<file path="src/rtl/cdb_wb_arbiter.sv">
// Purpose: buffers one result per functional unit and arbitrates them onto a single writeback (CDB) slot.
// Latency: 1 cycle minimum from req handshake to wb_valid; no combinational path from req_* to wb_*.
// Backpressure: wb_ready low holds the selected entry stable; req_ready[i] stays low while buffer i is occupied.
module cdb_wb_arbiter #(
  parameter int NUM_REQ       = 4,
  parameter int DATA_WIDTH    = 32,
  parameter int ROB_IDX_WIDTH = 5,
  parameter int MAX_WAIT      = 8,
  localparam int SRC_W        = (NUM_REQ > 1) ? $clog2(NUM_REQ) : 1
) (
  input  logic                                    clk,
  input  logic                                    rst_n,
  input  logic                                    flush,
  input  logic [NUM_REQ-1:0]                      req_valid,
  output logic [NUM_REQ-1:0]                      req_ready,
  input  logic [NUM_REQ-1:0][DATA_WIDTH-1:0]      req_data,
  input  logic [NUM_REQ-1:0][4:0]                 req_rd_addr,
  input  logic [NUM_REQ-1:0][ROB_IDX_WIDTH-1:0]   req_rob_idx,
  output logic                                    wb_valid,
  input  logic                                    wb_ready,
  output logic [DATA_WIDTH-1:0]                   wb_data,
  output logic [4:0]                              wb_rd_addr,
  output logic [ROB_IDX_WIDTH-1:0]                wb_rob_idx,
  output logic [SRC_W-1:0]                        wb_src
);

  localparam logic [3:0]       WAIT_TH  = 4'(MAX_WAIT);
  localparam logic [3:0]       WAIT_MAX = 4'hF;
  localparam logic [SRC_W-1:0] LAST_IDX = SRC_W'(NUM_REQ - 1);

  // Per-requester result buffer
  logic [NUM_REQ-1:0]                     full;
  logic [NUM_REQ-1:0][DATA_WIDTH-1:0]     buf_data;
  logic [NUM_REQ-1:0][4:0]                buf_rd;
  logic [NUM_REQ-1:0][ROB_IDX_WIDTH-1:0]  buf_rob;
  logic [NUM_REQ-1:0][3:0]                wait_cnt;

  // Arbitration state: round-robin pointer and the index held across a stall
  logic [SRC_W-1:0] rr_ptr;
  logic [SRC_W-1:0] hold_idx;
  logic             hold_vld;

  logic [SRC_W-1:0]   rr_idx;
  logic               rr_vld;
  logic [SRC_W-1:0]   ovr_idx;
  logic               ovr_vld;
  logic [SRC_W-1:0]   sel;
  logic               grant;
  logic [NUM_REQ-1:0] gnt_vec;
  logic [NUM_REQ-1:0] load;

  // Round-robin scan: first full buffer at or after rr_ptr, wrapping
  always_comb begin
    int j;
    j      = 0;
    rr_vld = 1'b0;
    rr_idx = '0;
    for (int k = 0; k < NUM_REQ; k++) begin
      j = int'(rr_ptr) + k;
      if (j >= NUM_REQ) begin
        j = j - NUM_REQ;
      end
      if (!rr_vld && full[j]) begin
        rr_vld = 1'b1;
        rr_idx = SRC_W'(j);
      end
    end
  end

  // Starvation override: lowest-index full buffer whose wait reached the threshold
  always_comb begin
    ovr_vld = 1'b0;
    ovr_idx = '0;
    for (int i = NUM_REQ - 1; i >= 0; i--) begin
      if (full[i] && (wait_cnt[i] >= WAIT_TH)) begin
        ovr_vld = 1'b1;
        ovr_idx = SRC_W'(i);
      end
    end
  end

  // Final selection: override first, then the entry held through a stall, then round-robin
  always_comb begin
    sel = rr_idx;
    if (ovr_vld) begin
      sel = ovr_idx;
    end else if (hold_vld && full[hold_idx]) begin
      sel = hold_idx;
    end
  end

  // Writeback outputs, forced to zero when the slot is idle or flushing
  always_comb begin
    wb_valid   = rr_vld && !flush;
    wb_src     = '0;
    wb_data    = '0;
    wb_rd_addr = '0;
    wb_rob_idx = '0;
    if (wb_valid) begin
      wb_src     = sel;
      wb_data    = buf_data[sel];
      wb_rd_addr = buf_rd[sel];
      wb_rob_idx = buf_rob[sel];
    end
  end

  // Grant decode and request acceptance; a granted buffer may be refilled in the same cycle
  always_comb begin
    grant     = wb_valid && wb_ready;
    gnt_vec   = '0;
    req_ready = '0;
    load      = '0;
    for (int i = 0; i < NUM_REQ; i++) begin
      gnt_vec[i]   = grant && (sel == SRC_W'(i));
      req_ready[i] = !flush && (!full[i] || gnt_vec[i]);
      load[i]      = req_valid[i] && req_ready[i];
    end
  end

  // Buffer contents and wait counters
  always_ff @(posedge clk or negedge rst_n) begin
    if (!rst_n) begin
      full     <= '0;
      wait_cnt <= '0;
      buf_data <= '0;
      buf_rd   <= '0;
      buf_rob  <= '0;
    end else if (flush) begin
      full     <= '0;
      wait_cnt <= '0;
    end else begin
      for (int i = 0; i < NUM_REQ; i++) begin
        if (load[i]) begin
          full[i]     <= 1'b1;
          buf_data[i] <= req_data[i];
          buf_rd[i]   <= req_rd_addr[i];
          buf_rob[i]  <= req_rob_idx[i];
          wait_cnt[i] <= '0;
        end else if (gnt_vec[i]) begin
          full[i]     <= 1'b0;
          wait_cnt[i] <= '0;
        end else if (full[i]) begin
          if (wait_cnt[i] != WAIT_MAX) begin
            wait_cnt[i] <= wait_cnt[i] + 4'd1;
          end
        end else begin
          wait_cnt[i] <= '0;
        end
      end
    end
  end

  // Round-robin pointer advances past the winner; stall hold remembers the current choice
  always_ff @(posedge clk or negedge rst_n) begin
    if (!rst_n) begin
      rr_ptr   <= '0;
      hold_vld <= 1'b0;
      hold_idx <= '0;
    end else begin
      if (grant) begin
        rr_ptr <= (sel == LAST_IDX) ? '0 : sel + SRC_W'(1);
      end
      hold_vld <= wb_valid && !wb_ready;
      hold_idx <= sel;
    end
  end

endmodule

</file>
<file path="config.mk">
export PLATFORM = sky130hd
export DESIGN_NAME = cdb_wb_arbiter
export DESIGN_NICKNAME = d
export VERILOG_FILES = /design/src/rtl/cdb_wb_arbiter.sv
export SDC_FILE = /design/constraint.sdc
export NUM_CORES = 1
export LEC_CHECK = 0
export CAP_MARGIN = 20
export CORE_MARGIN = 4
export CORE_UTILIZATION = 50
export DETAILED_ROUTE_END_ITERATION = 6
export GPL_TIMING_DRIVEN = 1
export PLACE_DENSITY = 0.92
export SLEW_MARGIN = 40
export SYNTH_ARGS = -nofsm -noshare
export SYNTH_HDL_FRONTEND = slang
export SYNTH_SLANG_ARGS = --single-unit
</file>
<file path="constraint.sdc">
create_clock -name clk -period 3.45 [get_ports clk]
set_input_delay 0.69 -clock clk [delete_from_list [all_inputs] [get_ports clk]]
set_output_delay 0.69 -clock clk [all_outputs]
set_load 0.01 [all_outputs]
</file>
==> summary.md <==
| Metric | Value |
|---|---|
| XOR/XNOR share of the synthesized area | `0.392%` |
| Initial Util | `51.4%` |
| Share of layout cells above drive strength 1 | `18.0%` |
| Num rows | `48` |
| Count of hold buffers inserted by post-cts repair | `0` |
| Tcrit/Tclk final | `102%` |
| CP most frequent cell | `buf_12` |
| Tmin final | `3520 ps` |
| Worst r2r src | `rr_ptr[1]` |
| # Max-Cap Violations | `0` |
| Worst Setup SP | `rr_ptr[1]` |
| Synth area leader | `dfrtp_1` |
| Core Area | `17400 um^2` |
| DR vias | `6368` |
| Remaining antenna violation count after routing | `0` |
| Yosys reg bits | `193` |
| Yosys top cell area share | `54.0%` |
| Die Width | `142 um` |
| Dominant synthesized flop cell | `dfrtp_1` |
| Hpwl dp | `16100 um` |
| Adder-Cell Fraction of Synth Area | `1.68%` |
| Crit path required time | `2760 ps` |
| Maximum buffer depth of the clock tree | `2` |
| Crit-path leading delay family | `compound AO/OA/AOI/OAI gates` |
| Total CTS buffers | `17` |
| Syn nets | `856` |
| Fmax | `284 MHz` |
| Endpoint class of the critical path | `output port` |
| Largest net degree at the start of global routing | `91` |
| CP peak stage delay | `460 ps` |
| Post-synthesis mux area share | `31.6%` |
| Compound-Gate Fraction of Synth Area | `5.20%` |
| Nets | `1092` |
| Iteration-0 DRC count of the detailed router | `286` |
| Clock slew at reported path FFs | `80 ps` |
| Final hold viol count | `0` |
| Critical Path Stages | `9` |
| Antenna violations before repair | `0` |
| Simple-Gate Fraction of Synth Area | `3.83%` |
| Ratio of total power to cell area | `768 nW/um^2` |
| DIE AREA | `20100 um^2` |
| Vias in the first global route | `6937` |
| Register area share after synthesis | `54.0%` |
| WL final | `23900 um` |
| Peak supply drop | `0.448 mV` |
| H-tree levels | `4` |
| Area of the multi-input gates | `4070 um^2` |
| Slew HR | `51.3%` |
| Final setup fails | `2` |
| Die height | `142 um` |
| Crit Path Class | `register to output port` |
| Outcome | `finished, violations left` |
| Bufs and invs on worst path | `4` |
| Pre-CTS setup slack | `6.46 ps` |
| Pre-antenna DRT Iters | `5` |
| Register area | `4830 um^2` |
| RSZ-0062 raised after global routing | `yes` |
| Root buffer cell | `clkbuf_16` |
| Routability Congestion | `0.824` |
| Synth Area per Inst | `13.4 um^2` |
| Final design utilization | `70.6%` |
| Wire per inst | `20.9 um` |
| Fin. max-slew vios | `0` |
| Slowest cell on the critical path | `a222oi_1` |
| Synth area leaders | `dfrtp_1 (54%), mux2_1 (21%), mux2i_1 (10%)` |
| Clk_skew | `10.8 ps` |
| Reg2reg path depth | `13` |
| Synth-to-Final Area Change | `37.4%` |
| Filler cells | `1210` |
| Largest family of logic cells by synthesized area | `multiplexers` |
| Leak | `0.00541 uW` |
| Clk Latency, worst-skew pair | `430 ps` |
| GR Util All Layers | `23.7%` |
| Residual DRC | `0` |
| Clk sink count | `193` |
| Distinct cells, synth | `38` |
| Synth warnings | `0` |
| Async SR Flop Fraction | `100%` |
| Post-synth EDFFs | `0` |
| CP Cell Sequence | `mux2_2, a222oi_1, a32oi_4, buf_12, buf_8, buf_12, mux2i_2, o22ai_2, buf_2` |
| Failing checks | `negative setup slack` |
| I/O Buffers | `224` |
| CTS tree | `built` |
| Worst EP arrival | `2830 ps` |
| First-pass GRT wire length | `37300 um` |
| Crit path max fanout | `8` |
| Min-Delay Path Class | `primary input to async pin` |
| Worst-margin pin slew | `731 ps` |
| Startpoint types | `register` |
| Via density | `5.58` |
| Final global-route overflow total | `0` |
| Worst Slack Setup Final | `-73.9 ps` |
| Cells after synthesis | `668` |
| # diodes | `0` |
| I/O pins | `225` |
| Post-Syn Area | `8940 um^2` |
==> final timing paths <==
kind | endpoint | slack, ps
worst max-delay path | wb_data[23] | -70
worst min-delay path | buf_rob[7] | 310
worst max register to register | buf_data[62] | 300
worst min register to register | buf_data[73] | 490
max in group asynchronous | buf_rd[3] | 2340
min in group clk | buf_data[73] | 490
==> synth_stat cells (5+ instances only) <==
cell type  count
mux2_1       169
ha_1          12
clkbuf_1       8
o22ai_1       42
mux2i_1       89
buf_6          5
nand3_1        8
and2_1         7
nor3_1         6
buf_2         27
nand2b_1       5
nand2_1       14
nor2_1        25
inv_1         12
dfrtp_1      193
==> layout make-up <==
type / count / area share, %
Inverter: 16 / 0.550
Multi-Input combinational cell: 417 / 33.1
Sequential cell: 193 / 39.3
Clock buffer: 18 / 3.57
Timing Repair Buffer: 259 / 20.2
Tap cell: 225 / 2.29
Clock inverter: 13 / 0.997
==> report_power, final <==
part / total, uW / internal (uW) / leakage, uW / switching [uW]
combinational: 4160 / 2190 / 0.00284 / 1970
sequential: 3410 / 2970 / 0.00230 / 432
clock: 1870 / 968 / 0.000267 / 903
total: 9440 / 6130 / 0.00541 / 3300
==> timing repair <==
item,in CTS,in global routing
cloned,3,1
pin swaps,12,18
endpoints found under the setup margin,47,47
setup buffers,8,2
resized for setup,210,35
==> sequential cells by signal (all words and copies together) (netlist names) <==
signal and cells:
buf_data 128, buf_rd 20, buf_rob 20, wait_cnt 16, full 4, hold_idx 2
rr_ptr 2, hold_vld 1
==> layer usage <==
| metal | track usage [%] | part of all wire [%] |
|---|---|---|
| met4 | 7.78 | 2.1 |
| met3 | 5.06 | 5.3 |
| met2 | 40.7 | 52 |
| met5 | 0 | 0 |
| met1 | 30.1 | 41 |
==> cells by family (layout without fill, tap and decap cells) <==
family                     count (synthesis)  count (layout)
and+or+nand+nor                           72              72
buffers and inverters                     58             306
adders and majority gates                 12              12
AOI/OAI and AO/OA                         68              68
muxes                                    261             261
xor gates and xnor gates                   4               4
DFF                                      193             193
==> stage by stage <==
stage	TNS (ps)	total power, uW	area [um^2]	hold WS, ps	cells
2_1_floorplan	0	5630	8940	394	668
3_3_place_gp	0	7050	11600	466	1099
3_5_place_dp	0	7170	11600	474	1099
4_1_cts	-474	9460	12200	343	1141
5_1_grt	-2450	9960	12300	368	1141
6_report	-87.6	9440	12300	314	1141
==> layout by cell type, fill, tap and decap left out, types with 4 or more instances in the layout <==
master / synthesis / layout
nand3_1: 8 / 8
and2_2: 0 / 4
buf_4: 1 / 16
mux2_1: 169 / 169
mux2i_4: 0 / 5
buf_12: 0 / 13
clkdlybuf4s50_1: 0 / 176
dfrtp_1: 193 / 192
inv_1: 12 / 11
nor3_1: 6 / 6
o22ai_1: 42 / 39
ha_4: 0 / 4
buf_2: 27 / 45
nor2_1: 25 / 21
ha_1: 12 / 8
nand2b_1: 5 / 5
clkbuf_16: 0 / 18
nand2_1: 14 / 14
mux2i_1: 89 / 72
buf_6: 5 / 5
mux2i_2: 0 / 12
nor2_2: 0 / 4
xnor2_1: 4 / 4
inv_2: 4 / 4
inv_6: 0 / 5
a31oi_1: 4 / 4
Power figures use the tool's default switching activity.
